--- config.mk ---
export PLATFORM = sky130hd
export DESIGN_NAME = instr_fetch_flat
export DESIGN_NICKNAME = d
export VERILOG_FILES = /design/src/rtl/instr_fetch_if.sv /design/src/rtl/instr_fetch.sv /design/src/flat_wrapper.sv
export SDC_FILE = /design/constraint.sdc
export NUM_CORES = 1
export LEC_CHECK = 0
export ABC_AREA = 1
export CORE_MARGIN = 2
export CORE_UTILIZATION = 49
export CTS_CLUSTER_DIAMETER = 200
export DETAILED_ROUTE_END_ITERATION = 8
export HOLD_SLACK_MARGIN = 0.05
export PLACE_DENSITY = 0.77
export SETUP_SLACK_MARGIN = 0.1
export SYNTH_ARGS = -nofsm -noshare
export SYNTH_HDL_FRONTEND = slang
export SYNTH_SLANG_ARGS = --single-unit
--- constraint.sdc ---
create_clock -name clk -period 2.8 [get_ports clk]
set_clock_uncertainty 0.15 [all_clocks]
set_input_delay 0.28 -clock clk [delete_from_list [all_inputs] [get_ports clk]]
set_output_delay 0.28 -clock clk [all_outputs]
set_load 0.1 [all_outputs]
--- src/rtl/instr_fetch_if.sv ---
// Fetch-stage bundle: imem request/response channels, redirect input and
// the instr valid/ready output toward the core.
interface instr_fetch_if;
    logic        imem_req_valid;
    logic        imem_req_ready;
    logic [31:0] imem_req_addr;
    logic        imem_resp_valid;
    logic [31:0] imem_resp_data;
    logic        redirect_valid;
    logic [31:0] redirect_pc;
    logic        instr_valid;
    logic        instr_ready;
    logic [31:0] instr;
    logic [31:0] instr_pc;
    logic        fetch_misalign;

    modport master (
        output imem_req_valid, imem_req_addr, instr_valid, instr, instr_pc, fetch_misalign,
        input  imem_req_ready, imem_resp_valid, imem_resp_data, redirect_valid, redirect_pc,
               instr_ready
    );

    modport slave (
        input  imem_req_valid, imem_req_addr, instr_valid, instr, instr_pc, fetch_misalign,
        output imem_req_ready, imem_resp_valid, imem_resp_data, redirect_valid, redirect_pc,
               instr_ready
    );
endinterface

--- src/rtl/instr_fetch.sv ---
// Instruction fetch: credit-limited imem requests, in-order {pc, word} FIFO, redirect flush.
// Optional IFETCH_MISALIGN_TRAP_EN halts fetch on a misaligned redirect target.
module instr_fetch #(
    parameter logic [31:0] RESET_PC   = 32'h0000_0000,
    parameter int          FIFO_DEPTH = 2
) (
    input logic           clk,
    input logic           reset,
    instr_fetch_if.master bus
);
    localparam int            AW      = (FIFO_DEPTH > 1) ? $clog2(FIFO_DEPTH) : 1;
    localparam int            CW      = $clog2(FIFO_DEPTH + 1);
    localparam logic [AW-1:0] LAST    = AW'(FIFO_DEPTH - 1);
    localparam logic [CW:0]   DEPTH_C = (CW+1)'(FIFO_DEPTH);

    logic [31:0]   r_fetch_pc;
    logic [CW-1:0] r_outstanding;
    logic [CW-1:0] r_drop;
    logic [CW-1:0] r_count;
    logic [AW-1:0] r_wptr, r_rptr;
    logic [AW-1:0] r_qwptr, r_qrptr;
    logic [31:0]   r_fifo_pc   [FIFO_DEPTH];
    logic [31:0]   r_fifo_word [FIFO_DEPTH];
    logic [31:0]   r_pcq       [FIFO_DEPTH];
    logic          r_halted;
    logic          r_misalign;

    logic          w_pop;
    logic          w_req_fire;
    logic          w_resp;
    logic          w_enq;
    logic          w_misaligned;
    logic [CW:0]   w_used;
    logic [CW:0]   w_avail;
    logic [CW-1:0] w_out_next;

    function automatic logic [AW-1:0] inc(input logic [AW-1:0] p);
        return (p == LAST) ? '0 : p + AW'(1);
    endfunction

`ifdef IFETCH_MISALIGN_TRAP_EN
    assign w_misaligned = (bus.redirect_pc[1:0] != 2'b00);
`else
    assign w_misaligned = 1'b0;
`endif

    // A redirect cycle never hands out an instruction: the head is already stale.
    assign bus.instr_valid = !reset && (r_count != '0) && !bus.redirect_valid;
    assign bus.instr       = r_fifo_word[r_rptr];
    assign bus.instr_pc    = r_fifo_pc[r_rptr];
    assign bus.fetch_misalign = r_misalign;

    assign w_pop   = bus.instr_valid && bus.instr_ready;
    assign w_used  = {1'b0, r_count} + {1'b0, r_outstanding};
    assign w_avail = DEPTH_C + {{CW{1'b0}}, w_pop};

    // Credit covers buffered plus in-flight words, so the FIFO can never overflow.
    assign bus.imem_req_valid = !reset && !r_halted && (w_used < w_avail);
    assign bus.imem_req_addr  = r_fetch_pc;

    assign w_req_fire = bus.imem_req_valid && bus.imem_req_ready;
    assign w_resp     = bus.imem_resp_valid;
    assign w_enq      = w_resp && (r_drop == '0);
    assign w_out_next = r_outstanding + CW'(w_req_fire) - CW'(w_resp);

    always_ff @(posedge clk) begin
        if (reset) begin
            r_fetch_pc    <= RESET_PC;
            r_outstanding <= '0;
            r_drop        <= '0;
            r_count       <= '0;
            r_wptr        <= '0;
            r_rptr        <= '0;
            r_qwptr       <= '0;
            r_qrptr       <= '0;
            r_halted      <= 1'b0;
            r_misalign    <= 1'b0;
            for (int i = 0; i < FIFO_DEPTH; i++) begin
                r_fifo_pc[i]   <= '0;
                r_fifo_word[i] <= '0;
                r_pcq[i]       <= '0;
            end
        end else begin
            r_outstanding <= w_out_next;
            if (w_req_fire) begin
                r_pcq[r_qwptr] <= r_fetch_pc;
                r_qwptr        <= inc(r_qwptr);
                r_fetch_pc     <= r_fetch_pc + 32'd4;
            end
            // The pc queue tracks every in-flight request, dropped or not.
            if (w_resp)
                r_qrptr <= inc(r_qrptr);

            if (bus.redirect_valid) begin
                r_fetch_pc <= bus.redirect_pc & ~32'h3;
                r_drop     <= w_out_next;
                r_count    <= '0;
                r_wptr     <= '0;
                r_rptr     <= '0;
                r_halted   <= w_misaligned;
                r_misalign <= w_misaligned;
            end else begin
                if (w_resp && (r_drop != '0))
                    r_drop <= r_drop - CW'(1);
                if (w_enq) begin
                    r_fifo_pc[r_wptr]   <= r_pcq[r_qrptr];
                    r_fifo_word[r_wptr] <= bus.imem_resp_data;
                    r_wptr              <= inc(r_wptr);
                end
                if (w_pop)
                    r_rptr <= inc(r_rptr);
                r_count <= r_count + CW'(w_enq) - CW'(w_pop);
            end
        end
    end
endmodule

--- src/flat_wrapper.sv ---
// flat-port wrapper written by rule: the top's interface ports become plain ports
module instr_fetch_flat 
#(
    parameter logic [31:0] RESET_PC   = 32'h0000_0000,
    parameter int          FIFO_DEPTH = 2
)
  (clk, reset, bus_imem_req_valid, bus_imem_req_addr, bus_instr_valid, bus_instr, bus_instr_pc, bus_fetch_misalign, bus_imem_req_ready, bus_imem_resp_valid, bus_imem_resp_data, bus_redirect_valid, bus_redirect_pc, bus_instr_ready);
  instr_fetch_if bus_i ();
  input logic clk;
  input logic reset;
  output wire logic [$bits(bus_i.imem_req_valid)-1:0] bus_imem_req_valid;
  output wire logic [$bits(bus_i.imem_req_addr)-1:0] bus_imem_req_addr;
  output wire logic [$bits(bus_i.instr_valid)-1:0] bus_instr_valid;
  output wire logic [$bits(bus_i.instr)-1:0] bus_instr;
  output wire logic [$bits(bus_i.instr_pc)-1:0] bus_instr_pc;
  output wire logic [$bits(bus_i.fetch_misalign)-1:0] bus_fetch_misalign;
  input wire logic [$bits(bus_i.imem_req_ready)-1:0] bus_imem_req_ready;
  input wire logic [$bits(bus_i.imem_resp_valid)-1:0] bus_imem_resp_valid;
  input wire logic [$bits(bus_i.imem_resp_data)-1:0] bus_imem_resp_data;
  input wire logic [$bits(bus_i.redirect_valid)-1:0] bus_redirect_valid;
  input wire logic [$bits(bus_i.redirect_pc)-1:0] bus_redirect_pc;
  input wire logic [$bits(bus_i.instr_ready)-1:0] bus_instr_ready;
  assign bus_imem_req_valid = bus_i.imem_req_valid;
  assign bus_imem_req_addr = bus_i.imem_req_addr;
  assign bus_instr_valid = bus_i.instr_valid;
  assign bus_instr = bus_i.instr;
  assign bus_instr_pc = bus_i.instr_pc;
  assign bus_fetch_misalign = bus_i.fetch_misalign;
  assign bus_i.imem_req_ready = bus_imem_req_ready;
  assign bus_i.imem_resp_valid = bus_imem_resp_valid;
  assign bus_i.imem_resp_data = bus_imem_resp_data;
  assign bus_i.redirect_valid = bus_redirect_valid;
  assign bus_i.redirect_pc = bus_redirect_pc;
  assign bus_i.instr_ready = bus_instr_ready;
  instr_fetch #(.RESET_PC(RESET_PC), .FIFO_DEPTH(FIFO_DEPTH)) u_core (.clk(clk), .reset(reset), .bus(bus_i));
endmodule
==> metrics.log <==
[metrics] fraction of registers with async set or reset after synthesis: 0%
[metrics] hold-critical path depth: 5
[metrics] slew at the pin with the worst max-slew slack: 0.5299 ns
[metrics] simple-gate portion of the synthesized area: 18.62%
[metrics] detailed-route via count: 7,331
[metrics] peak ir drop on the vdd network: 0.0004122 V
[metrics] register bit total from synthesis: 226
[metrics] number of diodes added for antenna fixing: 0
[metrics] average via count per standard cell: 4.957
[metrics] reg2reg end: u_core.r_pcq[1][22]
[metrics] pwr/cell area: 671.0 nW/um^2
[metrics] GRT overflow: 0
[metrics] leading post-synthesis cells by instance count: nor2_1, nand2_1, edfxtp_1
[metrics] Worst setup SP type: flop
[metrics] summed negative setup slack over all endpoints: 0 ns
[metrics] synthesis-to-finish area growth: 24.49%
[metrics] WP data required: 2.37 ns
[metrics] final setup violation count: 0
[metrics] area of all sequential standard cells: 6367 sq um
[metrics] DRC violation total after the first TritonRoute iteration: 563
[metrics] headroom to the max-slew limit: 64.67%
[metrics] end-of-flow core utilization: 61.80%
[metrics] Hold/Removal Path Class: input pin to flop
[metrics] minimum clock period: 2.469 ns
[metrics] clock tree from TritonCTS: built
[metrics] number of buffers inserted during clock tree synthesis: 24
[metrics] worst min-delay path endpoint: u_core.bus.imem_req_addr[9]
[metrics] average cell area after synthesis: 10.13 sq um
[metrics] Critical Path AT: 2.04 ns
[metrics] Synth Area in Compound Gates: 2.189%
[metrics] Finished Layout Cells: 1,479
[metrics] RSZ-0062 raised after global routing: no
[metrics] dominant synthesized flop cell: edfxtp_1
[metrics] Post-route DRC: 0
[metrics] Critical Path Fanout Max: 17
[metrics] Max Cap Viol: 0
[metrics] via count of the first global-routing pass: 7,197
[metrics] library cell used as clock root buffer: clkbuf_16
[metrics] Routability Congestion: 0.9219
[metrics] combinational family with the most area after synthesis: simple AND/OR/NAND/NOR gates
[metrics] number of synthesized flops with an enable pin: 184
[metrics] cell type with the highest aggregate area in the netlist: edfxtp_1
[metrics] type of element capturing the critical path: primary output
[metrics] FF-to-FF setup slack: 0.36 ns
[metrics] unique cell type count in the Yosys netlist: 31
[metrics] top cell type's share of synthesized area: 53.11%
[metrics] number of fill cells: 1,754
[metrics] quantity of gates resized following cts: 0
[metrics] count of port buffers added during placement: 161
[metrics] clock insertion delay at the later pin of the skew report: 0.51 ns
[metrics] status: complete, no violations
[metrics] netlist area before placement: 10,400 sq um
[metrics] wire length of the first global-routing pass: 35,650 um
[metrics] number of search-and-repair iterations in the first detailed-routing pass: 6
[metrics] Post-Place Cells: 1,436
[metrics] Synth Area in XOR/XNOR: 1.010%
[metrics] hold-fix buffers at CTS: 0
[metrics] power consumption: 8.690 mW
[metrics] CTS sink count: 226
[metrics] Critical R2R Launch: u_core.r_count[0]
[metrics] ranking of synthesized cells by area: edfxtp_1, nor2_1, dfxtp_1
[metrics] share of synthesized area occupied by flip-flops and latches: 61.19%
[metrics] fraction of final layout cells with drive strength greater than 1: 18.44%
[metrics] total number of placement rows: 53
[metrics] number of pins exceeding their max-slew limit in the final report: 0
[metrics] floorplan die width: 149.7 um
[metrics] layout net count: 1,265
[metrics] critical setup path kind: flop to primary output
[metrics] largest net degree at the start of global routing: 64
[metrics] area of the core: 20,960 sq um
[metrics] Initial Util: 49.65%
[metrics] average wire per cell in the routed design: 14.93 um
[metrics] Detailed Place HPWL: 14,630 um
[metrics] share of the cycle needed by the critical path after routing: 88.17%
[metrics] Yosys Warn Count: 0
[metrics] overall global routing resource usage: 20.07%
[metrics] Worst Min Path Start: bus_redirect_pc[9]
[metrics] full die area: 22,410 sq um
[metrics] Clk pin slew, worst setup/hold paths: 0.06 ns
[metrics] maximum operating frequency: 405.1 MHz
[metrics] post-synthesis share of cell area spent on full adders, half adders and majority gates: 1.034%
[metrics] library cell with the highest instance count after synthesis: nor2_1
[metrics] CTS HTree Levels: 1
[metrics] number of nets with antenna violations after detailed routing: 0
[metrics] vertical die dimension: 149.7 um
[metrics] Worst Reg-to-Reg Cells: 8
[metrics] synthesized netlist cell count: 1,027
[metrics] area occupied by multi-input gates: 3413 sq um
[metrics] share of cell area taken by muxes after synthesis: 9.597%
[metrics] aggregate routed wire length: 22,090 um
[metrics] Static Leakage: 5.319 nW
[metrics] number of antenna violations at the first check in global routing: 0
[metrics] postcts setup bufs: 0
[metrics] maximum clock insertion buffer count: 3
[metrics] ports placed on the boundary: 169
[metrics] endpoints failing hold: 0
[per-layer routing]
| layer | global-route usage, % | routed length [um] |
|---|---|---|
| met5 | 0 | 0 |
| met4 | 5.330 | 397 |
| met3 | 2.957 | 1415 |
| met2 | 33.42 | 10190 |
| met1 | 27.76 | 10090 |
[worst max-delay path, cell delays in order, from the launching register on]
cell,delay (ns)
dfxtp_2,0.66
buf_4,0.27
mux2_2,0.35
buf_4,0.23
[registers in the layout, indices dropped and copies added (netlist names), 2 cells and up, named ones only]
| signal | count |
|---|---|
| u_core.bus.imem_req_addr | 30 |
| u_core.r_fifo_pc | 60 |
| u_core.r_drop | 2 |
| u_core.r_outstanding | 2 |
| u_core.r_pcq | 60 |
| u_core.r_fifo_word | 64 |
| u_core.r_count | 2 |
[per-stage QoR]
step | setup slack, ns | hold slack, ns | cell area, sq um
after floorplan | 0.1029 | 0.2842 | 10430
after detailed placement | 0.1764 | 0.3201 | 12180
after global routing | 0.2348 | 0.2899 | 12950
after CTS | 0.2877 | 0.2544 | 12950
final | 0.3314 | 0.2727 | 12950
after global placement | 0.2317 | 0.3055 | 12180
[worst max-delay path by stage]
stage | start | end | slack, ns | cells past startpoint
floorplan | bus_redirect_valid | u_core.r_count[1] | 0.10 | 11
global placement | reset | u_core.r_pcq[1][20] | 0.23 | 9
detailed placement | reset | u_core.r_pcq[1][22] | 0.18 | 9
CTS | flop | bus_instr_pc[23] | 0.29 | 3
global route | u_core.r_outstanding[0] | u_core.r_pcq[1][9] | 0.23 | 8
finish | flop | bus_instr_pc[23] | 0.33 | 3
[where the power goes]
part / switching [mW] / internal, mW
sequential: 0.0999 / 3.86
combinational: 1.23 / 0.436
clock: 1.21 / 1.85
[kinds of logic after synthesis]
| group | count (synthesis) |
|---|---|
| muxes | 92 |
| adders and majority gates | 8 |
| xor gates and xnor gates | 12 |
| DFF | 226 |
| AOI/OAI and AO/OA | 44 |
| other | 1 |
| and+or+nand+nor | 484 |
| buffers and inverters | 160 |
[layout by cell type, fill, tap and decap left out, types with 2 or more instances in the layout]
master and count:
clkbuf_1 5, clkdlybuf4s50_1 67, bufinv_16 2, clkinv_1 8, edfxtp_1 184, clkinv_2 3
ha_1 7, inv_1 108, nand2_1 185, nand3_1 48, xnor2_1 3, mux2i_1 30
xor2_1 9, mux2_2 62, o21ai_0 10, buf_4 103, buf_12 10, nand2_2 4
a21oi_1 29, dfxtp_1 41, clkbuf_16 25, nor2_1 233, nand4_1 3, nor2_4 3
conb_1 5, o22ai_1 2, nand3_2 4, clkbuf_8 2
[area by class of cell]
type / count / share of cell area (%)
clock buffer: 32 / 5.188
clock inverter: 11 / 0.7439
inverter: 110 / 3.198
multi-input combinational: 645 / 26.35
sequential: 226 / 49.16
tap: 275 / 2.657
timing repair buffer: 180 / 12.69
Note: power is estimated with default switching activity, not from simulation.
